## src/rtl/dcmac_link_sequencer.sv

```systemverilog
// AXI4-Lite initiator that sequences DCMAC bring-up: QSFP power, RS-FEC, loopback, reset, then status polling.
// Define LINK_MONITOR_EN to keep polling after link-up and recover from a lost link.
module dcmac_link_sequencer #(
  parameter int AW            = 8,
  parameter int POLL_INTERVAL = 4096,
  parameter int LINK_TIMEOUT  = 256,
  parameter int MAX_RETRIES   = 3
) (
  input  logic          clk,
  input  logic          resetn,
  input  logic          start,
  input  logic          cfg_rsfec,
  input  logic          cfg_loopback,
  output logic          busy,
  output logic          link_up,
  output logic          failed,
  output logic          link_lost,
  output logic [3:0]    retry_count,
  output logic [1:0]    err_resp,
  output logic [AW-1:0] M_AXI_AWADDR,
  output logic [2:0]    M_AXI_AWPROT,
  output logic          M_AXI_AWVALID,
  input  logic          M_AXI_AWREADY,
  output logic [31:0]   M_AXI_WDATA,
  output logic [3:0]    M_AXI_WSTRB,
  output logic          M_AXI_WVALID,
  input  logic          M_AXI_WREADY,
  input  logic [1:0]    M_AXI_BRESP,
  input  logic          M_AXI_BVALID,
  output logic          M_AXI_BREADY,
  output logic [AW-1:0] M_AXI_ARADDR,
  output logic [2:0]    M_AXI_ARPROT,
  output logic          M_AXI_ARVALID,
  input  logic          M_AXI_ARREADY,
  input  logic [31:0]   M_AXI_RDATA,
  input  logic [1:0]    M_AXI_RRESP,
  input  logic          M_AXI_RVALID,
  output logic          M_AXI_RREADY
);

`ifdef LINK_MONITOR_EN
  localparam bit MON_EN = 1'b1;
`else
  localparam bit MON_EN = 1'b0;
`endif

  localparam int WCW = (POLL_INTERVAL > 1) ? $clog2(POLL_INTERVAL) : 1;
  localparam int PCW = $clog2(LINK_TIMEOUT + 1);

  typedef enum logic [3:0] {
    S_IDLE, S_W_QSFP, S_W_RSFEC, S_W_LOOP, S_W_RESET, S_WAIT, S_R_STAT, S_UP, S_FAILED
  } state_t;

  state_t state_q, state_d;

  logic           issued;
  logic           cfg_rsfec_q, cfg_loop_q;
  logic [WCW-1:0] wait_cnt;
  logic [PCW-1:0] poll_cnt, poll_inc;
  logic [3:0]     retry_inc;
  logic           is_wr, is_rd, busy_c;
  logic [AW-1:0]  wr_addr;
  logic [31:0]    wr_data;
  logic           wr_done, rd_done, wr_err, rd_err, rd_aligned, start_ok;
  logic           unused_rdata;

  assign M_AXI_AWPROT = 3'b000;
  assign M_AXI_ARPROT = 3'b000;
  assign M_AXI_WSTRB  = 4'hF;
  assign unused_rdata = ^M_AXI_RDATA[31:2];

  assign wr_done    = M_AXI_BREADY && M_AXI_BVALID;
  assign rd_done    = M_AXI_RREADY && M_AXI_RVALID;
  assign wr_err     = wr_done && (M_AXI_BRESP != 2'b00);
  assign rd_err     = rd_done && (M_AXI_RRESP != 2'b00);
  assign rd_aligned = (M_AXI_RDATA[1:0] == 2'b11);
  assign poll_inc   = poll_cnt + PCW'(1);
  assign retry_inc  = retry_count + 4'd1;
  assign start_ok   = start && !busy_c;
  assign busy       = busy_c;
  assign failed     = (state_q == S_FAILED);

  always_ff @(posedge clk) begin
    if (!resetn) state_q <= S_IDLE;
    else         state_q <= state_d;
  end

  always_comb begin
    state_d = state_q;
    case (state_q)
      S_IDLE, S_FAILED: if (start) state_d = S_W_QSFP;
      S_W_QSFP:  if (wr_err) state_d = S_FAILED; else if (wr_done) state_d = S_W_RSFEC;
      S_W_RSFEC: if (wr_err) state_d = S_FAILED; else if (wr_done) state_d = S_W_LOOP;
      S_W_LOOP:  if (wr_err) state_d = S_FAILED; else if (wr_done) state_d = S_W_RESET;
      S_W_RESET: if (wr_err) state_d = S_FAILED; else if (wr_done) state_d = S_WAIT;
      S_WAIT:    if (wait_cnt == '0) state_d = S_R_STAT;
      S_R_STAT: begin
        if (rd_err) state_d = S_FAILED;
        else if (rd_done) begin
          if (rd_aligned)                           state_d = S_UP;
          else if (MON_EN && link_up)               state_d = S_W_RESET;
          else if (poll_inc < PCW'(LINK_TIMEOUT))   state_d = S_WAIT;
          else if (retry_inc == 4'(MAX_RETRIES))    state_d = S_FAILED;
          else                                      state_d = S_W_RESET;
        end
      end
      // With monitoring UP is a polling wait; without it UP is terminal until restarted.
      S_UP: begin
        if (MON_EN) begin
          if (wait_cnt == '0) state_d = S_R_STAT;
        end else if (start) begin
          state_d = S_W_QSFP;
        end
      end
      default: state_d = S_IDLE;
    endcase
  end

  always_comb begin
    busy_c  = 1'b1;
    is_wr   = 1'b0;
    is_rd   = 1'b0;
    wr_addr = '0;
    wr_data = '0;
    case (state_q)
      S_IDLE, S_FAILED: busy_c = 1'b0;
      S_W_QSFP:  begin is_wr = 1'b1; wr_addr = AW'('h10); wr_data = 32'd1; end
      S_W_RSFEC: begin is_wr = 1'b1; wr_addr = AW'('h0C); wr_data = {31'd0, cfg_rsfec_q}; end
      S_W_LOOP:  begin is_wr = 1'b1; wr_addr = AW'('h08); wr_data = {31'd0, cfg_loop_q}; end
      S_W_RESET: begin is_wr = 1'b1; wr_addr = AW'('h04); wr_data = 32'd1; end
      S_R_STAT:  is_rd = 1'b1;
      S_UP:      busy_c = MON_EN;
      default:   busy_c = 1'b1;
    endcase
  end

  always_ff @(posedge clk) begin
    if (!resetn) begin
      issued        <= 1'b0;
      M_AXI_AWADDR  <= '0;
      M_AXI_AWVALID <= 1'b0;
      M_AXI_WDATA   <= '0;
      M_AXI_WVALID  <= 1'b0;
      M_AXI_BREADY  <= 1'b0;
      M_AXI_ARADDR  <= '0;
      M_AXI_ARVALID <= 1'b0;
      M_AXI_RREADY  <= 1'b0;
      cfg_rsfec_q   <= 1'b0;
      cfg_loop_q    <= 1'b0;
      wait_cnt      <= '0;
      poll_cnt      <= '0;
      retry_count   <= 4'd0;
      err_resp      <= 2'b00;
      link_up       <= 1'b0;
      link_lost     <= 1'b0;
    end else begin
      link_lost <= 1'b0;

      // AW and W launch together and retire independently; BREADY follows the later one.
      if (is_wr && !issued) begin
        issued        <= 1'b1;
        M_AXI_AWVALID <= 1'b1;
        M_AXI_WVALID  <= 1'b1;
        M_AXI_AWADDR  <= wr_addr;
        M_AXI_WDATA   <= wr_data;
      end
      if (M_AXI_AWVALID && M_AXI_AWREADY) M_AXI_AWVALID <= 1'b0;
      if (M_AXI_WVALID && M_AXI_WREADY)   M_AXI_WVALID  <= 1'b0;
      if (is_wr && issued && !M_AXI_BREADY &&
          (!M_AXI_AWVALID || M_AXI_AWREADY) && (!M_AXI_WVALID || M_AXI_WREADY))
        M_AXI_BREADY <= 1'b1;
      if (wr_done) begin
        M_AXI_BREADY <= 1'b0;
        issued       <= 1'b0;
      end

      if (is_rd && !issued) begin
        issued        <= 1'b1;
        M_AXI_ARVALID <= 1'b1;
        M_AXI_ARADDR  <= '0;
      end
      if (M_AXI_ARVALID && M_AXI_ARREADY) begin
        M_AXI_ARVALID <= 1'b0;
        M_AXI_RREADY  <= 1'b1;
      end
      if (rd_done) begin
        M_AXI_RREADY <= 1'b0;
        issued       <= 1'b0;
      end

      if ((state_d == S_WAIT || state_d == S_UP) && state_d != state_q)
        wait_cnt <= WCW'(POLL_INTERVAL - 1);
      else if ((state_q == S_WAIT || state_q == S_UP) && wait_cnt != '0)
        wait_cnt <= wait_cnt - WCW'(1);

      if (start_ok) begin
        cfg_rsfec_q <= cfg_rsfec;
        cfg_loop_q  <= cfg_loopback;
        err_resp    <= 2'b00;
        retry_count <= 4'd0;
        poll_cnt    <= '0;
        link_up     <= 1'b0;
      end

      if (wr_err) begin
        err_resp <= M_AXI_BRESP;
        link_up  <= 1'b0;
      end

      if (rd_err) begin
        err_resp <= M_AXI_RRESP;
        link_up  <= 1'b0;
      end else if (rd_done) begin
        if (rd_aligned) begin
          link_up  <= 1'b1;
          poll_cnt <= '0;
        end else if (MON_EN && link_up) begin
          link_lost   <= 1'b1;
          link_up     <= 1'b0;
          retry_count <= 4'd0;
          poll_cnt    <= '0;
        end else if (poll_inc < PCW'(LINK_TIMEOUT)) begin
          poll_cnt <= poll_inc;
        end else begin
          poll_cnt    <= '0;
          retry_count <= retry_inc;
        end
      end
    end
  end

endmodule

```

## config.mk

```make
export PLATFORM = sky130hd
export DESIGN_NAME = dcmac_link_sequencer
export DESIGN_NICKNAME = d
export VERILOG_FILES = /design/src/rtl/dcmac_link_sequencer.sv
export SDC_FILE = /design/constraint.sdc
export NUM_CORES = 1
export LEC_CHECK = 0
export CORE_UTILIZATION = 45
export CTS_BUF_LIST = sky130_fd_sc_hd__clkbuf_4 sky130_fd_sc_hd__clkbuf_8
export DETAILED_ROUTE_END_ITERATION = 6
export PLACE_DENSITY = 0.93
export SLEW_MARGIN = 0
export SYNTH_ARGS = -nofsm -noshare
export SYNTH_HDL_FRONTEND = slang
export SYNTH_SLANG_ARGS = --single-unit
```

## constraint.sdc

```tcl
create_clock -name clk -period 4.05 [get_ports clk]
set_input_delay 1.0125 -clock clk [delete_from_list [all_inputs] [get_ports clk]]
set_output_delay 1.0125 -clock clk [all_outputs]
set_load 0.03 [all_outputs]
```

== Yosys cells after proc, flatten, opt, wreduce, memory -nomap -nowiden ==
Index checks and enable logic that the tools add are counted.
Storage, ports and cells
  memory bits (writable): 0
  latch bits: 0
  memories kept: 0
  word-level logic and storage cells: 118
  memory bits (read-only): 0
  register bits after elaboration: 80
  output and inout bits: 73
Operators by class
  $add $sub $neg: 3
  bitwise operators: 1
  $mul: 0
  reductions and logical operators: 41
  $lt $le $gt $ge: 1
  divide/modulo/power cells: 0
  mux-type cells: 43
  eq/ne operators: 13
  shifts and indexed selects: 0
Operator list (count)
  4-bit two-way mux: 20
  9-bit two-way mux: 5
  4-bit case mux with 7 select lines: 1
  4-bit by 3-bit == test with 1-bit output, second input constant: 6
  12-bit two-way mux: 2
  5-bit case mux with 4 select lines: 1
  1-bit logical AND: 16
  2-bit OR reduction: 7
  4-bit by 2-bit == test with 1-bit output, second input constant: 3
  12-bit logical NOT: 1
  12-bit nonzero test: 1
  12-bit by 1-bit subtractor with 12-bit output, second input constant: 1
  1-bit two-way mux: 10
  9-bit by 1-bit adder with 9-bit output, second input constant: 1
  9-bit < comparator, second input constant: 1
  2-bit two-way mux: 3
  2-bit nonzero test: 3
  3-bit nonzero test: 2
  4-bit by 1-bit adder with 4-bit output, second input constant: 1
  4-bit by 1-bit == test with 1-bit output, second input constant: 1
  4-bit == test, second input constant: 1
  1-bit logical NOT: 4
  4-bit logical NOT: 1
  1-bit logical OR: 4
  other kinds (6): 6

== Logic depth before layout (Yosys ltp) ==
Gate-level depths: netlist (run 1).
  depth after elaboration: 12
  mapped depth: 10
  mapped depth without buffers: 8

== Worst setup path before layout (run 1) ==
No wires, ideal clock.
  kind: input -> register
  start: in M_AXI_RDATA[0]
  end: reg wait_cnt[2]
  arrival time: 2.274 ns
  stages: 7
  setup slack: 1.654 ns
  buffers on the path: 1
  library setup time: 0.121 ns
  cell sequence: and2_1 or4_1 nand2_1 a21oi_1 o21ai_4 buf_12 o21ai_2
Between the ends
  word-level cells in the longest chain between the ends: 9
RTL lines
  start: declaration: line 35  | input logic [31:0] M_AXI_RDATA,
  2-bit == test *: line 76  | assign rd_aligned = (M_AXI_RDATA[1:0] == 2'b11);
  4-bit two-way mux *: line 100  | if (rd_aligned) state_d = S_UP;
  4-bit two-way mux *: line 99  | else if (rd_done) begin
  4-bit two-way mux *: line 98  | if (rd_err) state_d = S_FAILED;
  4-bit case mux with 7 select lines *: line 90  | case (state_q)
  4-bit by 3-bit == test with 1-bit output: line 191  | if ((state_d == S_WAIT || state_d == S_UP) && state_d != state_q)
  1-bit logical OR: line 191
  1-bit logical AND *: line 191
  12-bit two-way mux / 2-bit nonzero test (equally long branches)
  end signal: assignment: line 192  | wait_cnt <= WCW'(POLL_INTERVAL - 1);
  end signal: assignment: line 194  | wait_cnt <= wait_cnt - WCW'(1);
  end: declaration: line 58  | logic [WCW-1:0] wait_cnt;
Mark *: on every way between the ends. The rest lies on a longest branch, timed or not.
A chain may end at the register's enable or synchronous reset.

== Final worst setup path (run 1) ==
  start: reg state_q[1]
  end: out failed
Between the ends
  word-level cells in the longest chain between the ends: 1
RTL lines
  start: declaration: line 54  | state_t state_q, state_d;
  start signal: assignment: line 85  | else state_q <= state_d;
  4-bit == test: line 81  | assign failed = (state_q == S_FAILED);
  end: declaration: line 16  | output logic failed,
No other way between the ends.

==> results of run 1 <==
## metrics by stage
step / area (sq um) / power [W] / std cells / util (%)
floorplan: 3250 / 0.000617 / 423 / -
global placement: 3130 / 0.000611 / 462 / 48.5
detailed placement: 3130 / 0.000613 / 462 / 48.5
CTS: 3240 / 0.000954 / 470 / 50.2
global route: 3240 / 0.000985 / 470 / 50.2
finish: 3240 / 0.000950 / 470 / 50.2
## flip-flops by register name, summed over array words and instances, names as in the netlist
signal / flops
M_AXI_AWVALID: 1
retry_count: 4
cfg_rsfec_q: 1
issued: 1
cfg_loop_q: 1
err_resp: 2
link_up: 1
wait_cnt: 12
M_AXI_AWADDR: 3
M_AXI_RREADY: 1
poll_cnt: 9
M_AXI_WDATA: 1
M_AXI_BREADY: 1
M_AXI_ARVALID: 1
state_q: 4
M_AXI_WVALID: 1
## cell usage in the layout (no fill, tap or decap), types with 2 or more instances in the layout
cell / instances
dfxtp_1: 44
clkbuf_8: 5
nor2b_1: 14
a21boi_0: 13
o21ai_2: 10
clkdlybuf4s50_1: 33
nor4_1: 5
o221ai_1: 2
nand2_1: 37
ha_1: 4
nand2b_1: 5
inv_1: 8
mux2i_1: 7
nand4_1: 10
or3_1: 5
o21a_1: 4
or4_4: 2
xnor2_1: 7
nor4b_1: 3
or4_1: 3
o21ai_0: 21
nand3_1: 9
xor2_1: 5
nor3_1: 8
conb_1: 55
and2_1: 10
nor2_1: 17
and3_1: 3
a21oi_1: 15
o211ai_1: 2
## metal layers
| metal | vias to the layer above | share of wire (%) | GRT usage [%] |
|---|---|---|---|
| li1 | 1230 | - | - |
| met1 | 1240 | 43 | 21.3 |
| met2 | 91 | 48 | 30.5 |
| met3 | 6 | 7.5 | 5.31 |
| met4 | 0 | 0.75 | 4.78 |
| met5 | - | 0 | 0 |
## critical path: cells and delay by family (launching register included)
kind,cells,cell delay (ns)
AND/OR/NAND/NOR,2,0.76
buffers and inverters,1,0.68
flip-flops,1,0.52
## power by group
part	internal [W]	switching, W
combinational	0.0000399	0.000116
clock	0.000190	0.000155
sequential	0.000440	0.0000100
## layout make-up
type | count | area, sq um
Sequential cell | 44 | 881
Clock buffer | 6 | 76.3
Inverter | 8 | 30.0
Multi-Input combinational cell | 299 | 1790
Clock inverter | 2 | 35.0
Tap cell | 77 | 96.3
Timing Repair Buffer | 34 | 338
Fill cell | 584 | 3210
## cells by family (layout without fill, tap and decap cells)
logic type	Yosys count	after routing	share of synthesized area [%]
compound gates	79	79	18.2
xor+xnor	12	12	3.45
fa+ha+maj	4	4	1.64
buf+inv	80	50	19.0
flops	44	44	28.9
mux	7	7	2.30
other cells	2	55	0.246
simple gates	142	142	26.3
## worst paths after layout
check	to	slack [ns]	cells after the start
setup / recovery	failed	0.78	3
hold / removal	poll_cnt[1]	0.50	2
setup reg to reg	wait_cnt[0]	1.56	5
hold reg to reg	poll_cnt[1]	0.50	2
==> impl_results.md, run 1 <==
- DR iter-0 viols: around 190
- Crit-path max FO: 20
- Register area share after synthesis: a little under 30%
- Final setup margin: 0.779 ns
- Synthesized area per cell: slightly above 8 sq um
- Violated checks: design-rule violations
- Clk slew on worst S/H paths: ~0.09 ns
- Slew Viols, Final: 0
- Final Setup Violations: 0
- Initial antenna violation count: 0
- Top post-synthesis cells by area: dfxtp_1, buf_4, nand2_1
- Area growth syn-to-layout: 6.36%
- LEAKAGE: 1.27 nW
- Post-synthesis cell type count: between 50 and 60
- Vias in the first global route: approximately 2300
- CP endpoint kind: primary output
- First-pass GRT wire length: 10.2 mm
- Slew at the pin closest to its max-slew limit: about 0.7 ns
- Flop and latch count out of synthesis: 44
- Total core area: 0.00646 sq mm
- Die ar.: 0.00711 sq mm
- Min Tclk post-route: 3.27 ns
- Hold Fails Final Rpt: 0
- Final Cycle Share: 80.8%
- CTS tree: done
- Chip height: roughly 84 microns
- HPWL after DPL: 4.34 mm
- WS Path Type: reg2out
- CP Launch Point: state_q[1]
- Largest net degree at the start of global routing: 36
- Layout cells sized above 1: 6.87%
- Final TNS setup: 0 ns
- PortBufs: 33
- # diodes: 0
- Worst min path class: reg2reg
- CP max-delay cell: clkdlybuf4s50_1
- Commonest cells post-synth: buf_4, dfxtp_1, nand2_1
- Vias: 2567
- Fmax: 0.306 GHz
- Share of async-settable or async-resettable flops after synthesis: 0%
- WP data required: 3.04 ns
- CP startpoint kind: flip-flop
- DR DRC count: 11
- PD cells: 293 mW/mm^2
- Most common cell in the netlist: buf_4
- Share of the synthesized area in the top cell type: 28.9%
- Max-Cap Viols: 0
- DR vias/cell: ~5.5
- Slowest stage delay, CP: between 0.6 and 0.7 ns
- CTS Buf Count: 5
- Cell taking the most area after synthesis: dfxtp_1
- Data arrival, critical path: around 2.3 ns
- Pre-CTS setup slack: 0.706 ns
- Worst vdd ir: around 0.00015 V
- Post-Syn Instances: 370
- TritonRoute pass-1 iters: 7
- GRT Total Usage: 17.6%
- Hold wc startpoint: poll_cnt[1]
- R2r startpoint: state_q[1]
- Rows: 29
- Main synth FF type: dfxtp_1
- Syn Std Cell Area: 0.00305 sq mm
- Yosys warns: 0
- Number of synthesized flops with an enable pin: 0
- Final GP Congestion: roughly 0.87
- Total Wirelength: approximately 6.1 mm
- Die Wd: around 84 microns
- Largest buffer count on any clock path: 2
- CTS Root Cell: clkbuf_8
- Setup bufs post-CTS: 0
- Wire per inst: 13.0 microns
- Clock Sinks: 44
- Max-slew headroom: between 50% and 60%
- IO Pins: 119
- Antenna-violating nets left: 0
- Final Skew: 0.0114 ns
- Htree depth: 2
- Gr ovfl total: 0
- Nets: 442
- Worst path cell trace: nor3_1 > and2_1 > clkdlybuf4s50_1
- Initial Utilization: 47.2%
- CTS Hold Bufs: 0
- RSZ-0062 raised after global routing: no
- Worst-Skew Late Latency: between 0.3 and 0.4 ns
- PostCTS Resize Cnt: 0
- Status: finished with violations
- Hold Slack: a little under 0.5 ns
(Power assumes the default switching activity.)
==> inputs of run 2 (changes only) <==
clock period = 3.3 ns   (was 4.05 ns; I/O delays follow)
==> impl_results.md, run 2 (synthesis results as in run 1) <==
- LEAKAGE: roughly 1.3 nW
- PostCTS Resize Cnt: 0
- RSZ-0062 raised after global routing: no
- DR iter-0 viols: 319
- Commonest non-fill, non-tap cell in the layout: conb_1
- Worst vdd ir: 0.000137 V
- WP data required: 2.47 ns
- Rows: 29
- WS Path Type: reg2out
- Die ar.: approximately 0.0071 sq mm
- Slew at the pin closest to its max-slew limit: approximately 0.75 ns
- Max-Cap Viols: 0
- Final TNS setup: 0 ns
- Antenna-violating nets left: 0
- Worst-Skew Late Latency: 0.31 ns
- Fmax: about 0.33 GHz
- Vias: 2565
- Data arrival, critical path: 2.22 ns
- CTS Root Cell: clkbuf_8
- Worst reg2reg path depth: 7
- Area growth syn-to-layout: 6.73%
- Worst path cell trace: nor3_1 > and2_1 > clkdlybuf4s50_1
- Pre-CTS setup slack: approximately 0.24 ns
- Max-slew headroom: roughly 50%
- Nets: 446
- CTS Buf Count: 5
- Final Skew: 0.0131 ns
- PD cells: 338 mW/mm^2
- TritonRoute pass-1 iters: 7
- Setup bufs post-CTS: 0
- Layout cells sized above 1: 7.81%
- Max reg flops: 12
- Total Wirelength: ~6.2 mm
- Total core area: around 0.0065 sq mm
- CP startpoint kind: flip-flop
- CTS tree: done
- Vias in the first global route: 2175
- Chip height: about 84 microns
- Clk slew on worst S/H paths: 0.09 ns
- Slew Viols, Final: 0
- PortBufs: 33
- IO Pins: 119
- CP max-delay cell: clkdlybuf4s50_1
- Wire per inst: 13.1 microns
- Crit-path max FO: 13
- Clock Sinks: 44
- Hold Fails Final Rpt: 0
- Final GP Congestion: 0.861
- Worst min path class: reg2reg
- Final Setup Violations: 0
- Slowest stage delay, CP: ~0.69 ns
- CP endpoint kind: primary output
- Htree depth: 2
- Die Wd: 84.3 microns
- DR vias/cell: 5.41
- DR DRC count: 12
- Largest buffer count on any clock path: 2
- Gr ovfl total: 0
- GRT Total Usage: between 10% and 20%
- Violated checks: design-rule violations
- FF-to-FF setup slack: 0.90 ns
- Status: finished with violations
- Final setup margin: 0.260 ns
- Min Tclk post-route: about 3.0 ns
- CTS Hold Bufs: 0
- Post-layout util: between 50% and 60%
- # diodes: 0
- Most frequent cells in the layout: conb_1, dfxtp_1, nand2_1, clkdlybuf4s50_1, o21ai_0
- First-pass GRT wire length: 10.0 mm
- Initial antenna violation count: 0
- Initial Utilization: 47.2%
- Final Cycle Share: around 92%
- Largest net degree at the start of global routing: 36
- Hold depth: 2
- Largest regs: wait_cnt x12, poll_cnt x9
- Most flops, register: wait_cnt
- Hold Slack: 0.502 ns
- HPWL after DPL: 4.53 mm
run 2: changes by cell type in the layout (fill, tap and decap cells not counted), sizes merged:
cell,delta
bufinv,-1
clkinv,+1
buf,+4
run 2: area by class of cell:
| class | count | area, sq um |
|---|---|---|
| Sequential cell | 44 | 881 |
| Tap cell | 77 | 96.3 |
| Multi-Input combinational cell | 299 | 1790 |
| Timing Repair Buffer | 38 | 368 |
| Clock buffer | 6 | 82.6 |
| Inverter | 8 | 30.0 |
| Clock inverter | 2 | 10.0 |
| Fill cell | 573 | 3200 |
run 2: per-stage QoR:
stage | std cells | cell area (sq um) | power (W)
2_1_floorplan | 423 | 3250 | 0.000757
3_3_place_gp | 466 | 3160 | 0.000750
3_5_place_dp | 466 | 3160 | 0.000752
4_1_cts | 474 | 3260 | 0.00111
5_1_grt | 474 | 3260 | 0.00114
6_report | 474 | 3260 | 0.00110
run 2: power breakdown:
part	leakage, nW	total [W]	switching, W	internal (W)
combinational	0.874	0.000192	0.000143	0.0000490
sequential	0.356	0.000552	0.0000121	0.000540
clock	0.0510	0.000356	0.000189	0.000167
run 2: routing by layer:
metal | track usage [%] | vias to the layer above | wire [microns]
met5 | 0 | - | 0
met4 | 6.78 | 0 | 108
met3 | 4.33 | 11 | 436
met2 | 28.8 | 101 | 3060
met1 | 22.2 | 1206 | 2600
li1 | - | 1247 | -
run 2: critical path: cells and delay by family, from the launching register on:
kind / cells / cell delay [ns]
buf+inv: 1 / 0.69
flops: 1 / 0.46
simple gates: 2 / 0.76
run 2: path summary, 6_finish.rpt:
check         startpoint     endpoint
max           state_q[0]       failed
min          poll_cnt[1]  poll_cnt[1]
max reg2reg   state_q[3]  wait_cnt[0]
min reg2reg  poll_cnt[1]  poll_cnt[1]
